[src/rtl/apb_pkg.sv]
// Shared types and register map for the APB requester and its clients.
package apb_pkg;

  typedef enum logic [1:0] {IDLE, SETUP, ACCESS} apb_state_t;

  localparam logic [31:0] APB_ADDR_TX  = 32'h0;
  localparam logic [31:0] APB_ADDR_RX  = 32'h4;
  localparam logic [31:0] APB_ADDR_CFG = 32'h8;
  localparam logic [31:0] APB_ADDR_TMO = 32'hC;

  // One spare bit so a disabled (0) timeout still yields a legal width.
  function automatic int unsigned cnt_width(input int unsigned t);
    return $clog2(t) + 1;
  endfunction

endpackage

[src/rtl/apb_wait_timer.sv]
// ACCESS wait-state counter: clear on SETUP, count PREADY=0 cycles, flag the last allowed cycle.
module apb_wait_timer
  import apb_pkg::*;
#(
  parameter int unsigned TIMEOUT_CYCLES = 256
) (
  input  logic PCLK,
  input  logic PRESET,
  input  logic clr,
  input  logic inc,
  output logic expired
);

  localparam int unsigned CW   = cnt_width(TIMEOUT_CYCLES);
  localparam int unsigned TMAX = (TIMEOUT_CYCLES == 0) ? 0 : TIMEOUT_CYCLES - 1;

  logic [CW-1:0] cnt;

  // Saturates rather than wraps so a disabled timeout can never fire spuriously.
  always_ff @(posedge PCLK or posedge PRESET) begin
    if (PRESET)                 cnt <= '0;
    else if (clr)               cnt <= '0;
    else if (inc && cnt != '1)  cnt <= cnt + CW'(1);
  end

  assign expired = (TIMEOUT_CYCLES != 0) && (cnt == CW'(TMAX));

endmodule

[src/rtl/apb_master.sv]
// APB requester: one command in, one SETUP/ACCESS transfer out, one response pulse back.
module apb_master
  import apb_pkg::*;
#(
  parameter int unsigned ADDR_W         = 32,
  parameter int unsigned DATA_W         = 32,
  parameter int unsigned TIMEOUT_CYCLES = 256
) (
  input  logic              PCLK,
  input  logic              PRESET,
  input  logic              CMD_VALID,
  output logic              CMD_READY,
  input  logic              CMD_WRITE,
  input  logic [ADDR_W-1:0] CMD_ADDR,
  input  logic [DATA_W-1:0] CMD_WDATA,
  output logic              RSP_VALID,
  output logic [DATA_W-1:0] RSP_RDATA,
  output logic              RSP_ERR,
  output logic              RSP_TIMEOUT,
  output logic              PSELx,
  output logic              PENABLE,
  output logic              PWRITE,
  output logic [ADDR_W-1:0] PADDR,
  output logic [DATA_W-1:0] PWDATA,
  input  logic [DATA_W-1:0] PRDATA,
  input  logic              PREADY,
  input  logic              PSLVERR
);

  apb_state_t        state_q, state_d;
  logic              psel_d, pen_d, pwrite_d;
  logic [ADDR_W-1:0] paddr_d;
  logic [DATA_W-1:0] pwdata_d;
  logic              rv_d, err_d, tmo_d;
  logic [DATA_W-1:0] rd_d;
  logic              tmr_clr, tmr_inc, tmr_exp;

  apb_wait_timer #(.TIMEOUT_CYCLES(TIMEOUT_CYCLES)) u_timer (
    .PCLK    (PCLK),
    .PRESET  (PRESET),
    .clr     (tmr_clr),
    .inc     (tmr_inc),
    .expired (tmr_exp)
  );

  assign CMD_READY = (state_q == IDLE) && !PRESET;

  always_comb begin
    state_d  = state_q;
    psel_d   = PSELx;
    pen_d    = PENABLE;
    pwrite_d = PWRITE;
    paddr_d  = PADDR;
    pwdata_d = PWDATA;
    rv_d     = 1'b0;
    rd_d     = '0;
    err_d    = 1'b0;
    tmo_d    = 1'b0;
    tmr_clr  = 1'b0;
    tmr_inc  = 1'b0;
    unique case (state_q)
      IDLE: if (CMD_VALID) begin
        pwrite_d = CMD_WRITE;
        paddr_d  = CMD_ADDR;
        pwdata_d = CMD_WDATA;
        psel_d   = 1'b1;
        pen_d    = 1'b0;
        state_d  = SETUP;
      end
      SETUP: begin
        pen_d   = 1'b1;
        tmr_clr = 1'b1;
        state_d = ACCESS;
      end
      ACCESS: begin
        // Completion is checked first so a ready on the last allowed cycle is not a timeout.
        if (PREADY) begin
          psel_d  = 1'b0;
          pen_d   = 1'b0;
          rv_d    = 1'b1;
          err_d   = PSLVERR;
          rd_d    = PWRITE ? '0 : PRDATA;
          state_d = IDLE;
        end else if (tmr_exp) begin
          psel_d  = 1'b0;
          pen_d   = 1'b0;
          rv_d    = 1'b1;
          err_d   = 1'b1;
          tmo_d   = 1'b1;
          state_d = IDLE;
        end else begin
          tmr_inc = 1'b1;
        end
      end
      default: state_d = IDLE;
    endcase
  end

  always_ff @(posedge PCLK or posedge PRESET) begin
    if (PRESET) begin
      state_q     <= IDLE;
      PSELx       <= 1'b0;
      PENABLE     <= 1'b0;
      PWRITE      <= 1'b0;
      PADDR       <= '0;
      PWDATA      <= '0;
      RSP_VALID   <= 1'b0;
      RSP_RDATA   <= '0;
      RSP_ERR     <= 1'b0;
      RSP_TIMEOUT <= 1'b0;
    end else begin
      state_q     <= state_d;
      PSELx       <= psel_d;
      PENABLE     <= pen_d;
      PWRITE      <= pwrite_d;
      PADDR       <= paddr_d;
      PWDATA      <= pwdata_d;
      RSP_VALID   <= rv_d;
      RSP_RDATA   <= rd_d;
      RSP_ERR     <= err_d;
      RSP_TIMEOUT <= tmo_d;
    end
  end

endmodule

[config.mk]
export PLATFORM = sky130hd
export DESIGN_NAME = apb_master
export DESIGN_NICKNAME = d
export VERILOG_FILES = /design/src/rtl/apb_pkg.sv /design/src/rtl/apb_wait_timer.sv /design/src/rtl/apb_master.sv
export SDC_FILE = /design/constraint.sdc
export NUM_CORES = 1
export LEC_CHECK = 0
export CAP_MARGIN = 20
export CORE_MARGIN = 1.5
export CORE_UTILIZATION = 40
export DETAILED_ROUTE_END_ITERATION = 10
export HOLD_SLACK_MARGIN = 0.15
export PLACE_DENSITY_LB_ADDON = 0.1
export SYNTH_ARGS = -nofsm -noshare
export SYNTH_HDL_FRONTEND = slang
export SYNTH_SLANG_ARGS = --single-unit
[constraint.sdc]
create_clock -name PCLK -period 4.27 [get_ports PCLK]
set_input_delay 0.6405 -clock PCLK [delete_from_list [all_inputs] [get_ports PCLK]]
set_output_delay 0.6405 -clock PCLK [all_outputs]
set_load 0.01 [all_outputs]
==> key figures <==
Layout
  • Net count reported at finish: 599
  • Area growth syn-to-layout: 66.27%
  • Most used cells in the layout excluding fill and tap cells: 204 x sky130_fd_sc_hd__clkdlybuf4s50_1, 113 x sky130_fd_sc_hd__dfrtp_1, 65 x sky130_fd_sc_hd__mux2_2
  • Fraction of layout instances using a drive strength above 1: 0.2036
  • Ant. Diodes: 0
  • Most common library cell in the layout ignoring fill and taps: sky130_fd_sc_hd__clkdlybuf4s50_1

Placed design
  • Number of port buffers: between 200 and 250
  • Routability congestion estimate: a little under 0.8
  • Setup slack after placement: roughly 1800 ps
  • Post-detailed-placement half-perimeter wirelength: between 7000 and 8000 um

STA
  • Slew Limit Fails: 0
  • Final count of negative-setup-slack endpoints: 0
  • Setup repair after global routing missed its margin: no
  • Sum of negative setup slack: 0 ps
  • Clock skew after layout: roughly 11 ps
  • Post-route clock period utilization: 0.5801
  • WHS: roughly 480 ps
  • Setup slack of the critical path after layout: 1793 ps
  • Tmin final: 2477 ps
  • Maximum frequency from static timing analysis: slightly above 400 MHz
  • Headroom to the max-slew limit: 0.4302
  • Measured slew at the worst slew-check pin: 854.7 ps
  • Final Hold Violating Endpoints: 0

Critical path
  • Crit Reg-Reg Startpoint: u_timer.cnt[0]$_DFFE_PP0P_
  • Top fanout value on the critical path: 2
  • Type of the worst setup path: in2out
  • Startpoint of the most critical setup path: PRESET
  • Reg2reg path depth: 7
  • Startpoint class of the critical path: primary input
  • Setup slack on the worst flop-to-flop path: 1960 ps
  • CP Data Required Time: between 3000 and 4000 ps
  • CP Capture Type: output pin
  • Critical register-to-register path endpoint: u_timer.cnt[7]$_DFFE_PP0P_
  • Worst setup path endpoint: CMD_READY
  • Arrival time of data at the critical path endpoint: about 1800 ps

Route
  • Mean number of vias per cell: 4.664
  • Via count: roughly 3000
  • Total Wirelength: roughly 10000 um
  • Iter 0 DRT Violations: a little under 90
  • First-pass iteration count of the detailed router: 4
  • Average wire per cell in the routed design: 15.58 um
  • Count of unresolved DRC violations after routing: 0
  • Remaining number of nets flagged by the antenna check after routing: 0

Logic synthesis
  • Area share of the largest cell type after synthesis: 0.6764
  • Syn Inst Count: 279
  • Distinct cells, synth: 28
  • Syn avg cell area: 14.98 um2
  • Register bit count reported by yosys: roughly 110
  • Cell type with the largest total area after synthesis: sky130_fd_sc_hd__dfrtp_1
  • Synth area leaders: sky130_fd_sc_hd__dfrtp_1 68%, sky130_fd_sc_hd__mux2_2 18%, sky130_fd_sc_hd__and2_1 4.8%, sky130_fd_sc_hd__mux2i_1 1.4%, sky130_fd_sc_hd__ha_1 0.90%
  • Post-Synthesis Net Count: 384
  • Seq/Total Area, Yosys: 0.6764
  • Syn. warnings: 0
  • Post-synthesis cell area: 4180 um2

Power
  • Maximum ir drop on the vdd rail: around 0.28 mV
  • Areal power density over the cells: 662.3 nW/um2
  • LEAKAGE: just under 3 nW
  • Total power draw: between 4 and 5 mW

Global route
  • Global-route wire length before repair: about 16000 um
  • Pin count of the biggest net entering global routing: about 70
  • Via count of the first global-routing pass: ~3200
  • Number of antenna violations at the first check in global routing: 0
  • GR Util All Layers: 0.1935
  • GR Overflow Total: 0

Floorplanning
  • Number of rows created at floorplan: 37
  • Die area: 11070 um2
  • Std-Cell Core Area: roughly 10000 um2
  • Number of top-level pins: 205
  • Die H: roughly 110 um
  • Initial Util: 0.4086
  • Die width: around 110 um

Clocking
  • Number of buffers created by CTS: 17
  • TritonCTS clock tree: yes
  • CTS hold repair buffers: 0
  • H-Tree Level Count: 4
  • Post-cts repair resize count: 0
  • Deepest clock path buffer count: 2
  • Clock net sink count: between 100 and 150
  • Clock-pin slew reported for the worst setup and hold paths after clock tree synthesis: about 50 ps
  • Clock latency of the later-clocked register in the worst-skew pair: 510 ps
  • Setup fix buffers added after clock tree synthesis: 0
  • Library cell used as clock root buffer: sky130_fd_sc_hd__clkbuf_8

Status
  • Status: complete, no violations

Min path
  • Worst min-delay path class: reg2reg

Job
  • Max Cap Violations: 0
## sequential cells by signal, summed over array words and instances, names as in the netlist
name and cells:
RSP_RDATA 32, PENABLE 1, u_timer.cnt 9, PWRITE 1, RSP_VALID 1, PADDR 32, RSP_TIMEOUT 1, state_q 2
PWDATA 32, PSELx 1, RSP_ERR 1
## worst max-delay path, cell delays in order
cell and delay [ps]:
sky130_fd_sc_hd__clkdlybuf4s50_1 460, sky130_fd_sc_hd__nor3_1 170, sky130_fd_sc_hd__clkdlybuf4s50_1 560
## power by group
part           internal (mW)  switching [mW]  total, mW
clock network          0.901           0.448       1.35
registers               1.44           0.191       1.63
logic                   1.03           0.593       1.62
total                   3.37            1.23       4.60
## area by class of cell
class                      instances  area, um2
timing repair buffer             208       2072
multi-input combinational        148       1282
sequential                       113       2828
clock inverter                     5      75.07
clock buffer                      26      498.0
inverter                           6      25.02
tap                              136      170.2
fill                             789       3281
## synth_stat cells
cell	number
sky130_fd_sc_hd__dfrtp_1	113
sky130_fd_sc_hd__mux2_2	65
sky130_fd_sc_hd__and2_1	32
sky130_fd_sc_hd__nand2_1	9
sky130_fd_sc_hd__clkbuf_1	7
sky130_fd_sc_hd__inv_1	6
sky130_fd_sc_hd__mux2i_1	6
sky130_fd_sc_hd__a21oi_1	4
sky130_fd_sc_hd__buf_2	4
sky130_fd_sc_hd__ha_1	3
sky130_fd_sc_hd__nand3_1	3
sky130_fd_sc_hd__nor2_1	3
sky130_fd_sc_hd__nor3_1	3
sky130_fd_sc_hd__nor3b_1	3
sky130_fd_sc_hd__o21ai_0	3
sky130_fd_sc_hd__o31ai_1	2
sky130_fd_sc_hd__or4_1	2
sky130_fd_sc_hd__a21o_1	1
sky130_fd_sc_hd__and2b_2	1
sky130_fd_sc_hd__buf_6	1
sky130_fd_sc_hd__nand4_1	1
sky130_fd_sc_hd__nand4b_1	1
sky130_fd_sc_hd__nor4_1	1
sky130_fd_sc_hd__or2_2	1
sky130_fd_sc_hd__or2b_1	1
sky130_fd_sc_hd__or2b_2	1
sky130_fd_sc_hd__or3_1	1
sky130_fd_sc_hd__or4b_4	1
## logic make-up (layout without fill, tap and decap cells)
kind of cell    after synthesis  in the layout  synth area share
compound gates               10             10           0.01377
buf+inv                      18            245           0.01916
fa+ha+maj                     3              3          0.008980
mux                          71             71            0.1895
simple gates                 64             64           0.09219
flops                       113            113            0.6764
## worst min-delay path by stage
stage / endpoint / start / cells after the start / slack (ps)
finish: u_timer.cnt[6]$_DFFE_PP0P_ / u_timer.cnt[6]$_DFFE_PP0P_ / 1 / 480
global route: PSELx$_DFFE_PP0P_ / PSELx$_DFFE_PP0P_ / 1 / 510
CTS: u_timer.cnt[6]$_DFFE_PP0P_ / u_timer.cnt[6]$_DFFE_PP0P_ / 1 / 490
detailed placement: u_timer.cnt[6]$_DFFE_PP0P_ / u_timer.cnt[6]$_DFFE_PP0P_ / 1 / 480
global placement: PSELx$_DFFE_PP0P_ / PSELx$_DFFE_PP0P_ / 1 / 460
floorplan: u_timer.cnt[6]$_DFFE_PP0P_ / u_timer.cnt[6]$_DFFE_PP0P_ / 1 / 450
## stage by stage
stage,std cells,cell area [um2],utilization
after floorplan,279,4180,-
after global placement,611,6377,0.6233
after detailed placement,611,6377,0.6233
after CTS,642,6950,0.6793
after global routing,642,6950,0.6793
final,642,6950,0.6793
## layer usage
metal / vias up / GRT usage / wire length, um
li1: 1384 / - / -
met1: 1431 / 0.2167 / 3918
met2: 161 / 0.3011 / 4651
met3: 18 / 0.1033 / 1176
met4: 0 / 0.09491 / 259
met5: - / 0 / 0
Power figures use the tool's default switching activity.
